## config.mk

```make
export PLATFORM = sky130hd
export DESIGN_NAME = rc5_enc_sched
export DESIGN_NICKNAME = d
export VERILOG_FILES = /design/src/rtl/rc5_enc_sched.sv
export SDC_FILE = /design/constraint.sdc
export NUM_CORES = 1
export LEC_CHECK = 0
export ABC_AREA = 0
export CORE_AREA = 2 2 86 88
export DETAILED_ROUTE_END_ITERATION = 10
export DIE_AREA = 0 0 88 90
export DONT_BUFFER_PORTS = 1
export RECOVER_POWER = 100
export SLEW_MARGIN = 20
export SYNTH_ARGS = -nofsm -noshare
export SYNTH_HDL_FRONTEND = slang
export SYNTH_SLANG_ARGS = --single-unit
```

## constraint.sdc

```tcl
create_clock -name clock -period 2.6 [get_ports clock]
set_input_delay 0.52 -clock clock [delete_from_list [all_inputs] [get_ports clock]]
set_output_delay 0.52 -clock clock [all_outputs]
set_load 0.01 [all_outputs]
```

## src/rtl/rc5_enc_sched.sv

```systemverilog
// Round-robin front end that time-shares one rc5_enc_16bit core among NUM_REQ requesters.
// Each transaction: grant, load the core under reset, run it under a watchdog, return a tagged response.
module rc5_enc_sched #(
  parameter int NUM_REQ = 4,
  parameter int TIMEOUT = 15,
  parameter int IDW     = $clog2(NUM_REQ)
) (
  input  logic                  clock,
  input  logic                  reset,
  input  logic [NUM_REQ-1:0]    req_valid,
  input  logic [16*NUM_REQ-1:0] req_data,
  output logic [NUM_REQ-1:0]    req_ready,
  output logic                  rsp_valid,
  input  logic                  rsp_ready,
  output logic [15:0]           rsp_data,
  output logic [IDW-1:0]        rsp_id,
  output logic                  rsp_err,
  output logic                  busy,
  output logic                  core_rst_n,
  output logic                  core_start,
  output logic [15:0]           core_p,
  input  logic [15:0]           core_c,
  input  logic                  core_done
);
  localparam int DATA_W = 16;
  // Wide enough to hold TIMEOUT-1, the last RUN cycle before the watchdog fires.
  localparam int WDW = $clog2(TIMEOUT);

  typedef enum logic [1:0] {IDLE, LOAD, RUN, RESP} state_t;

  state_t              state;
  logic [IDW-1:0]      rr_ptr;
  logic [WDW-1:0]      wd_cnt;
  logic                run_en;
  logic                grant_ok;
  logic [IDW-1:0]      grant_idx;
  logic [DATA_W-1:0]   req_word [NUM_REQ];

  for (genvar i = 0; i < NUM_REQ; i++) begin : g_word
    assign req_word[i] = req_data[i*DATA_W +: DATA_W];
  end

  // First valid requester at or after rr_ptr, searching upward with wrap.
  always_comb begin
    int cand;
    logic [IDW-1:0] cand_idx;
    cand      = 0;
    cand_idx  = '0;
    grant_ok  = 1'b0;
    grant_idx = '0;
    for (int k = 0; k < NUM_REQ; k++) begin
      cand     = (int'(rr_ptr) + k) % NUM_REQ;
      cand_idx = IDW'(cand);
      if (!grant_ok && req_valid[cand_idx]) begin
        grant_ok  = 1'b1;
        grant_idx = cand_idx;
      end
    end
  end

  always_comb begin
    req_ready = '0;
    if (state == IDLE && !reset && grant_ok) req_ready[grant_idx] = 1'b1;
  end

  assign busy       = (state != IDLE);
  assign core_rst_n = run_en;
  assign core_start = run_en;

  always_ff @(posedge clock) begin
    if (reset) begin
      state     <= IDLE;
      rr_ptr    <= '0;
      wd_cnt    <= '0;
      run_en    <= 1'b0;
      rsp_valid <= 1'b0;
      rsp_data  <= '0;
      rsp_id    <= '0;
      rsp_err   <= 1'b0;
      core_p    <= '0;
    end else begin
      case (state)
        IDLE: begin
          if (grant_ok) begin
            core_p <= req_word[grant_idx];
            rsp_id <= grant_idx;
            rr_ptr <= (int'(grant_idx) == NUM_REQ-1) ? '0 : grant_idx + 1'b1;
            state  <= LOAD;
          end
        end
        LOAD: begin
          wd_cnt <= '0;
          run_en <= 1'b1;
          state  <= RUN;
        end
        RUN: begin
          wd_cnt <= wd_cnt + 1'b1;
          // A done arriving on the watchdog's last cycle still counts as success.
          if (core_done) begin
            rsp_data  <= core_c;
            rsp_err   <= 1'b0;
            rsp_valid <= 1'b1;
            run_en    <= 1'b0;
            state     <= RESP;
          end else if (wd_cnt == WDW'(TIMEOUT-1)) begin
            rsp_data  <= '0;
            rsp_err   <= 1'b1;
            rsp_valid <= 1'b1;
            run_en    <= 1'b0;
            state     <= RESP;
          end
        end
        RESP: begin
          if (rsp_ready) begin
            rsp_valid <= 1'b0;
            state     <= IDLE;
          end
        end
        default: state <= IDLE;
      endcase
    end
  end

endmodule

```

==> results.sh <==
export IMPL_status="finished, final reports clean"
export IMPL_starting_density_of_the_core=0.3383
export IMPL_timing_critical_path_to_type="primary output"
export IMPL_worst_skew_pair_latency_ns=0.30
export IMPL_fp_dieW_um=88
export IMPL_grt_setup_unrepaired="false"
export IMPL_synth_flop_cell="dfxtp_1"
export IMPL_placed_cell_area_mm2=0.002415
export IMPL_drt_initial_drc_count=70
export IMPL_final_cell_mix="dfxtp_1 (45), mux2i_1 (33), nor2_1 (29)"
export IMPL_post_route_cell_area_mm2=0.002507
export IMPL_cp_slowest_stage_delay_ns=0.47
export IMPL_post_synth_instance_area_mm2=0.002375
export IMPL_netlist_instances=243
export IMPL_drt_first_pass_iters=4
export IMPL_syn_mean_instance_area_um2=9.773
export IMPL_clock_sinks=45
export IMPL_grtUsageTotal=0.1327
export IMPL_total_design_power_mw=2.845
export IMPL_fp_row_count=31
export IMPL_largest_net_degree_at_the_start_of_global_routing=50
export IMPL_power_ir_vdd_worst_mv=0.3686
export IMPL_leakage_nw=0.9621
export IMPL_areaGrowthSynthToFinish_pct=5.585
export IMPL_worst_path_max_fanout=7
export IMPL_yosysUniqueCellTypes=33
export IMPL_hold_path_class="input port to register"
export IMPL_type_of_the_worst_setup_path="register to primary output"
export IMPL_cpLargestDelayFamily="compound AO/OA/AOI/OAI gates"
export IMPL_timing_worst_slew_pin_value_ns=1.015
export IMPL_cts_setup_buffers=0
export IMPL_floorplan_io_pins=131
export IMPL_post_placement_worst_setup_slack_ns=0.3530
export IMPL_antenna_violating_nets_left=0
export IMPL_post_cts_hold_buffer_count=0
export IMPL_design_die_area_mm2=0.007920
export IMPL_cts_root_buf="clkbuf_8"
export IMPL_total_of_buffers_placed_on_input_and_output_ports=0
export IMPL_place_congestion=0.7235
export IMPL_timing_critical_path_cells="a21oi_1 > o21ai_1 > o2bb2a_1 > nor4_1 > buf_4"
export IMPL_finalSetupTns_ns=0
export IMPL_timing_final_ws_setup_ns=0.1579
export IMPL_nets=329
export IMPL_ant_diodes=0
export IMPL_critical_path_slowest_cell="dfxtp_1"
export IMPL_h_tree_depth=2
export IMPL_synth_sequential_area_ratio=0.3793
export IMPL_synthesis_yosys_warnings=0
export IMPL_cts_buffers=5
export IMPL_first_global_vias=1721
export IMPL_worstSetupStartpointType="register"
export IMPL_p_per_area_mw_per_mm2=1135
export IMPL_cp_data_arrival_time_ns=1.92
export IMPL_route_detailed_drc=0
export IMPL_routed_wl_um=5434
export IMPL_dpl_hpwl_um=3932
export IMPL_die_height_um=90
export IMPL_timing_clock_skew_ns=0.01023
export IMPL_hold_viol_final=0
export IMPL_min_period_over_period=0.9393
export IMPL_critical_path_buf_inv_count=1
export IMPL_antenna_found_initial=0
export IMPL_achievable_clock_frequency_mhz=409.5
export IMPL_worst_endpoint_required_ns=2.08
export IMPL_number_of_enable_type_register_cells_in_the_synthesized_netlist=0
export IMPL_syn_num_nets=337
export IMPL_layout_drive_gt1_share=0.1229
export IMPL_clock_tree_from_tritoncts="yes"
export IMPL_route_vias_total=1793
export IMPL_wl_per_cell_um=16.22
export IMPL_setup_viol=0
export IMPL_max_slew_margin=0.3231
export IMPL_clock_path_buffers=2
export IMPL_final_critical_path_time_including_i_o_delays_and_setup_ns=2.442
export IMPL_grt_first_pass_wirelength_um=8314
export IMPL_synth_async_reset_ratio=0
export IMPL_report_final_slew_viol_count=0
export IMPL_via_per_inst=5.352
export IMPL_synth_seq_cells=45
export IMPL_overflow=0
export IMPL_final_common_cell="dfxtp_1"
export IMPL_clk_transition_reported_paths_ns=0.09
export IMPL_fp_coreArea_mm2=0.007020
export IMPL_hold_slack_ns=0.3071
export IMPL_cap_violations=0
-- flip-flops by register name, summed over array words and instances, names as in the netlist --
register,flops
core_p,16
rsp_err,1
rsp_id,2
state,2
rr_ptr,2
wd_cnt,4
core_rst_n,1
rsp_valid,1
rsp_data,16
-- worst paths after layout --
check / slack, ns / cells past startpoint / start / to
max: 0.16 / 5 / rr_ptr[1] / req_ready[0]
min: 0.31 / 1 / reset / state[1]
max reg2reg: 0.27 / 6 / rr_ptr[1] / core_p[9]
min reg2reg: 0.50 / 2 / rsp_id[1] / rsp_id[1]
-- layout make-up --
type	instances	area, um^2
Multi-Input combinational cell	168	1296
Fill cell	715	4513
Inverter	9	33.78
Sequential cell	45	900.9
Tap cell	99	123.9
Clock buffer	6	72.57
Timing Repair Buffer	6	41.29
Clock inverter	2	38.79
-- what timing repair did --
action	CTS	global route
setup endpoints to repair	0	2
resized for setup	0	2
hold endpoints to repair	0	0
-- cells in the mapped netlist, types with 2 or more instances --
cell | number | area (um^2)
buf_6 | 5 | 56.30
a211oi_1 | 2 | 15.01
nand2_1 | 12 | 45.04
o21ai_0 | 3 | 15.01
mux2i_1 | 33 | 330.3
dfxtp_1 | 45 | 900.9
nor4_1 | 2 | 12.51
nor2_1 | 29 | 108.9
nand2b_1 | 3 | 18.77
a21oi_1 | 12 | 60.06
nor4b_1 | 2 | 17.52
buf_4 | 2 | 15.01
clkbuf_1 | 11 | 41.29
o21bai_1 | 16 | 120.1
a22oi_1 | 17 | 127.6
a221oi_2 | 16 | 240.2
nor3b_1 | 2 | 15.01
ha_1 | 6 | 75.07
inv_1 | 9 | 33.78
nor3_1 | 3 | 15.01
-- per-stage QoR --
step / instances / util
CTS: 335 / 0.3598
global route: 335 / 0.3572
detailed placement: 327 / 0.3440
finish: 335 / 0.3572
floorplan: 243 / -
global placement: 327 / 0.3440
-- power breakdown --
| group | internal [mW] | switching, mW |
|---|---|---|
| clock | 0.289 | 0.250 |
| combinational | 0.464 | 0.707 |
| sequential | 0.895 | 0.240 |
-- cell families (layout without fill, tap and decap cells) --
kind of cell             after synthesis  count (layout)  share of synthesized area
flip-flops                            45              45                     0.3793
multiplexers                          33              33                     0.1391
adder cells (fa/ha/maj)                6               6                    0.03161
buffers and inverters                 30              23                    0.07323
AO/OA/AOI/OAI                         71              71                     0.2629
AND/OR/NAND/NOR                       58              58                     0.1138
-- metal layers --
layer	GRT usage	wire length (um)
met1	0.1542	2252
met2	0.2266	2639
met3	0.04591	525
met4	0.03846	17
met5	0	0
No activity file was read; power rests on OpenSTA's default activity.
